===== src/rtl/pcpu_pkg.sv =====
// Shared constants and types for the CPU instruction-fetch front end.
package pcpu_pkg;

   localparam logic [31:0] TEXT_BASE_DEFAULT = 32'h0040_0000;
   localparam int unsigned INST_W = 32;

   typedef struct packed {
      logic [31:0]       pc;
      logic [INST_W-1:0] inst;
   } ifq_entry_t;

endpackage


===== src/rtl/ifq_fifo.sv =====
// Synchronous show-ahead FIFO: head entry is visible on dout while count != 0.
// Clear takes priority over push and pop in the same cycle.
module ifq_fifo #(
   parameter int unsigned DEPTH = 4,
   parameter int unsigned W     = 64
) (
   input  logic                       clk,
   input  logic                       rst,
   input  logic                       clear,
   input  logic                       push,
   input  logic                       pop,
   input  logic [W-1:0]               din,
   output logic [W-1:0]               dout,
   output logic [$clog2(DEPTH+1)-1:0] count
);

   localparam int unsigned AW = $clog2(DEPTH);
   localparam int unsigned CW = $clog2(DEPTH+1);

   logic [W-1:0]  mem [DEPTH];
   logic [AW-1:0] rd_ptr;
   logic [AW-1:0] wr_ptr;
   logic          do_push;
   logic          do_pop;

   // Qualify pop by non-empty; a push into a full queue is only taken alongside a pop.
   always_comb begin
      do_pop  = pop && (count != '0);
      do_push = push && ((count != CW'(DEPTH)) || do_pop);
      dout    = mem[rd_ptr];
   end

   // Storage, pointers and occupancy count.
   always_ff @(posedge clk) begin
      if (!rst) begin
         rd_ptr <= '0;
         wr_ptr <= '0;
         count  <= '0;
         for (int unsigned i = 0; i < DEPTH; i++) mem[i] <= '0;
      end else if (clear) begin
         rd_ptr <= '0;
         wr_ptr <= '0;
         count  <= '0;
      end else begin
         if (do_push) begin
            mem[wr_ptr] <= din;
            wr_ptr      <= wr_ptr + AW'(1);
         end
         if (do_pop) rd_ptr <= rd_ptr + AW'(1);
         unique case ({do_push, do_pop})
            2'b10:   count <= count + CW'(1);
            2'b01:   count <= count - CW'(1);
            default: count <= count;
         endcase
      end
   end

endmodule


===== src/rtl/ifetch_queue.sv =====
// Instruction-fetch front end: issues pipelined in-order imem requests,
// buffers responses in a prefetch queue, and handles redirect squashing.
module ifetch_queue
   import pcpu_pkg::*;
#(
   parameter logic [31:0] TEXT_BASE = TEXT_BASE_DEFAULT,
   parameter int unsigned IMEM_AW   = 11,
   parameter int unsigned DEPTH     = 4
) (
   input  logic               clk,
   input  logic               rst,
   input  logic               redirect_valid,
   input  logic [31:0]        redirect_pc,
   output logic               mem_req,
   output logic [IMEM_AW-1:0] mem_addr,
   input  logic               mem_gnt,
   input  logic               mem_rvalid,
   input  logic [31:0]        mem_rdata,
   output logic               inst_valid,
   output logic [31:0]        inst,
   output logic [31:0]        inst_pc,
   input  logic               inst_ready,
   output logic               fault
);

   localparam int unsigned CW  = $clog2(DEPTH+1);
   localparam logic [CW:0] CAP = (CW+1)'(DEPTH);

   logic [31:0]  fetch_pc;
   logic [31:0]  resp_pc;
   logic [31:0]  off;
   logic [CW-1:0] outstanding;
   logic [CW-1:0] drop;
   logic [CW-1:0] count;
   logic [CW-1:0] out_next;
   logic [CW:0]   inflight;
   logic          legal;
   logic          run;
   logic          grant;
   logic          push;
   logic          pop;
   ifq_entry_t    head;
   ifq_entry_t    push_entry;

   // Address translation, issue cap and handshake qualification.
   always_comb begin
      off        = fetch_pc - TEXT_BASE;
      legal      = (off[1:0] == 2'b00) && ((off >> (IMEM_AW+2)) == '0);
      mem_addr   = off[IMEM_AW+1:2];
      inflight   = {1'b0, count} + {1'b0, outstanding};
      // run holds requests off for the first cycle after reset so every
      // output sits at its reset value then.
      mem_req    = run && legal && !redirect_valid && (inflight < CAP);
      grant      = mem_req && mem_gnt;
      out_next   = outstanding + CW'(grant) - CW'(mem_rvalid);
      push       = mem_rvalid && (drop == '0);
      inst_valid = (count != '0);
      pop        = inst_valid && inst_ready;
      push_entry = '{pc: resp_pc, inst: mem_rdata};
      inst       = head.inst;
      inst_pc    = head.pc;
   end

   // Fetch/response PCs, in-flight and squash counters, fault flag.
   always_ff @(posedge clk) begin
      if (!rst) begin
         fetch_pc    <= TEXT_BASE;
         resp_pc     <= TEXT_BASE;
         outstanding <= '0;
         drop        <= '0;
         fault       <= 1'b0;
         run         <= 1'b0;
      end else begin
         run         <= 1'b1;
         outstanding <= out_next;
         if (redirect_valid) begin
            fetch_pc <= redirect_pc;
            resp_pc  <= redirect_pc;
            drop     <= out_next;
            fault    <= 1'b0;
         end else begin
            if (grant) fetch_pc <= fetch_pc + 32'd4;
            if (mem_rvalid) begin
               if (drop != '0) drop    <= drop - CW'(1);
               else            resp_pc <= resp_pc + 32'd4;
            end
            if (!legal && (outstanding == '0) && (count == '0)) fault <= 1'b1;
         end
      end
   end

   ifq_fifo #(
      .DEPTH (DEPTH),
      .W     ($bits(ifq_entry_t))
   ) u_fifo (
      .clk   (clk),
      .rst   (rst),
      .clear (redirect_valid),
      .push  (push && !redirect_valid),
      .pop   (pop && !redirect_valid),
      .din   (push_entry),
      .dout  (head),
      .count (count)
   );

endmodule


===== config.mk =====
export PLATFORM = sky130hd
export DESIGN_NAME = ifetch_queue
export DESIGN_NICKNAME = d
export VERILOG_FILES = /design/src/rtl/pcpu_pkg.sv /design/src/rtl/ifq_fifo.sv /design/src/rtl/ifetch_queue.sv
export SDC_FILE = /design/constraint.sdc
export NUM_CORES = 1
export LEC_CHECK = 0
export ABC_AREA = 0
export BUFFER_PORTS_ARGS = -buffer_cell sky130_fd_sc_hd__buf_2
export CORE_MARGIN = 1.5
export CORE_UTILIZATION = 59
export DETAILED_ROUTE_END_ITERATION = 8
export PLACE_DENSITY = 0.8
export SYNTH_ARGS = -nofsm -noshare
export SYNTH_HDL_FRONTEND = slang
export SYNTH_SLANG_ARGS = --single-unit

===== constraint.sdc =====
create_clock -name clk -period 9.55 [get_ports clk]
set_clock_uncertainty 0.2 [all_clocks]
set_input_delay 2.865 -clock clk [delete_from_list [all_inputs] [get_ports clk]]
set_output_delay 2.865 -clock clk [all_outputs]
set_load 0.005 [all_outputs]

==> results.cfg <==
[placed_design]
dpl_cell_area_sq_mm = 0.01613
place.gp.congestion = 0.8741
numPortBuffers = 147
dp.final_hpwl_um = 18950

[routing]
wl_um = 32010
drcViolationCount = 0
drt_iter0_drc = 832
vias_per_cell = 5.821
routedWlPerCell_um = 20.12
first_pass_iters = 5
ant_nets = 0
vias = 9261

[critical_path]
arrival_ns = 4.20
end_kind = output pin
worstPathRequired_ns = 6.49
crit_fanout = 61
critPathKind = in -> out
start_kind = input port

[die]
initial_core_util = 0.6025
rows = 58
dieWidth_um = 163.4
io_pins = 148
dieArea_sq_mm = 0.02669
core_sq_mm = 0.02518
die_y_um = 163.4

[yosys]
synth.largest_area_cell = edfxtp_1
synthTopCellsByArea = edfxtp_1, and2_1, dfxtp_1
synth_cells = 1117
ys_seq_elements = 337
synth_area_per_cell_sq_um = 13.58
synth-edff-count = 256
synth_area_sq_mm = 0.01517
synth_top_area_share = 0.5067
ys_seq_area_frac = 0.6136
ys_types = 63
yosys_warnings = 0
syn_nets = 1198
async_reset_ff_frac = 0
synth_top_flop_cell = edfxtp_1

[pwr]
static-leakage-power_nw = 6.553
power.switching_mw = 0.7168
p_clk_frac = 0.405
p_per_area_mw_per_mm2 = 188.8
seqPwrFrac = 0.522
p_sw_frac = 0.2202
comb_power_share = 0.073
power_mw = 3.255
intPower_mw = 2.538
ir_drop_mv = 0.1320

[sta]
final.setup.tns_ns = 0
timing.fmax_ghz = 0.1377
slew_viol_final = 0
maxSlewHeadroom = 0.2017
hold_violations = 0
tightest_slew_ns = 1.197
setup_viol = 0
rsz0062_at_grt = no
period_share = 0.7605
period_minus_slack_ns = 7.263

[run_status]
status = finished, final reports clean

[grt]
grt_max_degree = 71
grt_pass1_vias = 9227
grt_use_total = 0.2463
grt-ovfl-total = 0
antenna_found_initial = 0
grt_pass1_wl_um = 49980

[clock_tree]
clockRootBuffer = clkbuf_16
htreeDepth = 2
clock_latency_ns = 0.51
postCtsHoldBufs = 0
cts_buffers = 35
clock-sinks = 337
cts_tree = done
path_clk_slew_ns = 0.06
cts_setup_buffers = 0
post_cts_resized = 0
clockBufferDepth = 3

[final_layout]
final_nets = 1317
antenna_cells = 0
seqCellArea_sq_mm = 0.009314
multi_input_area_sq_mm = 0.005494
syn_to_final_growth_pct = 13.64
stdcell_area_sq_mm = 0.01724
drive_gt1_frac = 0.2292
n_fill_cell = 1732

[run]
maxCapViolCount = 0

[worst_hold_path]
hold_path_class = reg -> reg
## synth_stat cells (all sizes together) (2+ instances only)
library cell / count
and2: 260
edfxtp: 256
dfxtp: 81
mux4: 64
clkbuf: 54
nand2: 50
o21ai: 30
a21oi: 29
nor2: 28
xnor2: 25
buf: 24
inv: 19
xor2: 19
nand3: 17
nor2b: 16
mux2i: 14
nand2b: 13
nor4: 12
nand4: 11
a21boi: 10
nor3: 10
o211a: 10
ha: 9
nor3b: 7
and3: 5
and4: 4
o21a: 4
or2: 3
a211oi: 2
a31oi: 2
and4b: 2
fa: 2
nor4b: 2
o311a: 2
o41ai: 2
or3: 2
or4: 2
## sequential cells by signal, indices dropped and copies added (netlist names), named ones only
signal and flops:
drop 3, fault 1, fetch_pc 32, outstanding 3
resp_pc 32, run 1, u_fifo.count 3, u_fifo.mem 256
u_fifo.rd_ptr 2, u_fifo.wr_ptr 2
## final cells by class
cell class / count / area share
clock buffers: 48 / 0.05784
clock inverters: 14 / 0.006676
inverters: 20 / 0.004354
multi-input cells: 682 / 0.3187
flip-flops and latches: 337 / 0.5402
well taps: 330 / 0.02395
repair buffers: 160 / 0.04833
## power groups by stage
stage / clock [mW] / combinational [mW] / sequential [mW]
3_5_place_dp: 0 / 0.237 / 1.73
2_1_floorplan: 0 / 0.156 / 1.71
5_1_grt: 1.39 / 0.260 / 1.71
3_3_place_gp: 0 / 0.230 / 1.72
4_1_cts: 1.34 / 0.239 / 1.70
6_report: 1.32 / 0.236 / 1.70
## layout by cell type (no fill, tap or decap), types with 3 or more instances in the layout
| master | n |
|---|---|
| nor2b_1 | 16 |
| mux2i_1 | 14 |
| and2_1 | 260 |
| nand3_1 | 17 |
| o21ai_0 | 25 |
| xor2_1 | 19 |
| o21ai_1 | 4 |
| buf_4 | 13 |
| nor3b_1 | 5 |
| xnor2_1 | 25 |
| clkbuf_1 | 8 |
| nor2_1 | 27 |
| o21a_1 | 4 |
| clkinv_1 | 8 |
| a21oi_1 | 29 |
| and3_1 | 5 |
| nor3_1 | 9 |
| nand2b_1 | 11 |
| and4_1 | 4 |
| o211a_1 | 10 |
| buf_2 | 147 |
| mux4_2 | 64 |
| clkbuf_16 | 37 |
| nor4_1 | 10 |
| clkinv_2 | 4 |
| nand2_1 | 48 |
| ha_1 | 9 |
| a21boi_0 | 10 |
| dfxtp_1 | 79 |
| nand4_1 | 11 |
| clkbuf_8 | 3 |
| edfxtp_1 | 256 |
| inv_1 | 19 |
## path summary, 6_finish.rpt
check / to / slack [ns] / startpoint / depth (start not counted)
max: mem_req / 2.29 / redirect_valid / 6
min reg2reg: fetch_pc[20] / 0.26 / fetch_pc[20] / 2
max reg2reg: u_fifo.mem[2][62] / 4.96 / drop[0] / 9
min: fetch_pc[20] / 0.26 / fetch_pc[20] / 2
## kinds of logic (layout without fill, tap and decap cells)
family,after synthesis,after routing,share of synthesized area
and+or+nand+nor,447,447,0.1755
DFF,337,337,0.6136
AOI/OAI and AO/OA,102,102,0.04404
buffers and inverters,98,242,0.02721
muxes,78,78,0.1042
xor gates and xnor gates,44,44,0.02540
adders and majority gates,11,11,0.01006
## per-layer routing
metal / track usage / share of wire / up-vias
met2: 0.4079 / 0.49 / 360
met5: 0 / 0 / -
met1: 0.3401 / 0.42 / 4588
met4: 0.07214 / 0.020 / 0
met3: 0.03682 / 0.067 / 47
li1: - / - / 4266
## worst max-delay path: stages
cell and delay [ns]:
buf_2 0.10, buf_4 0.31, nor4_1 0.49, nand3_1 0.12
nor2_1 0.15, buf_2 0.14
## stage by stage
step | instances | hold slack [ns] | util | setup WS [ns]
global route | 1591 | 0.2859 | 0.6847 | 2.176
finish | 1591 | 0.2579 | 0.6847 | 2.287
CTS | 1591 | 0.2616 | 0.6847 | 2.310
floorplan | 1117 | 0.2382 | - | 0.8141
global placement | 1529 | 0.2496 | 0.6405 | 2.390
detailed placement | 1529 | 0.2536 | 0.6405 | 2.318
Note: power is estimated with default switching activity, not from simulation.
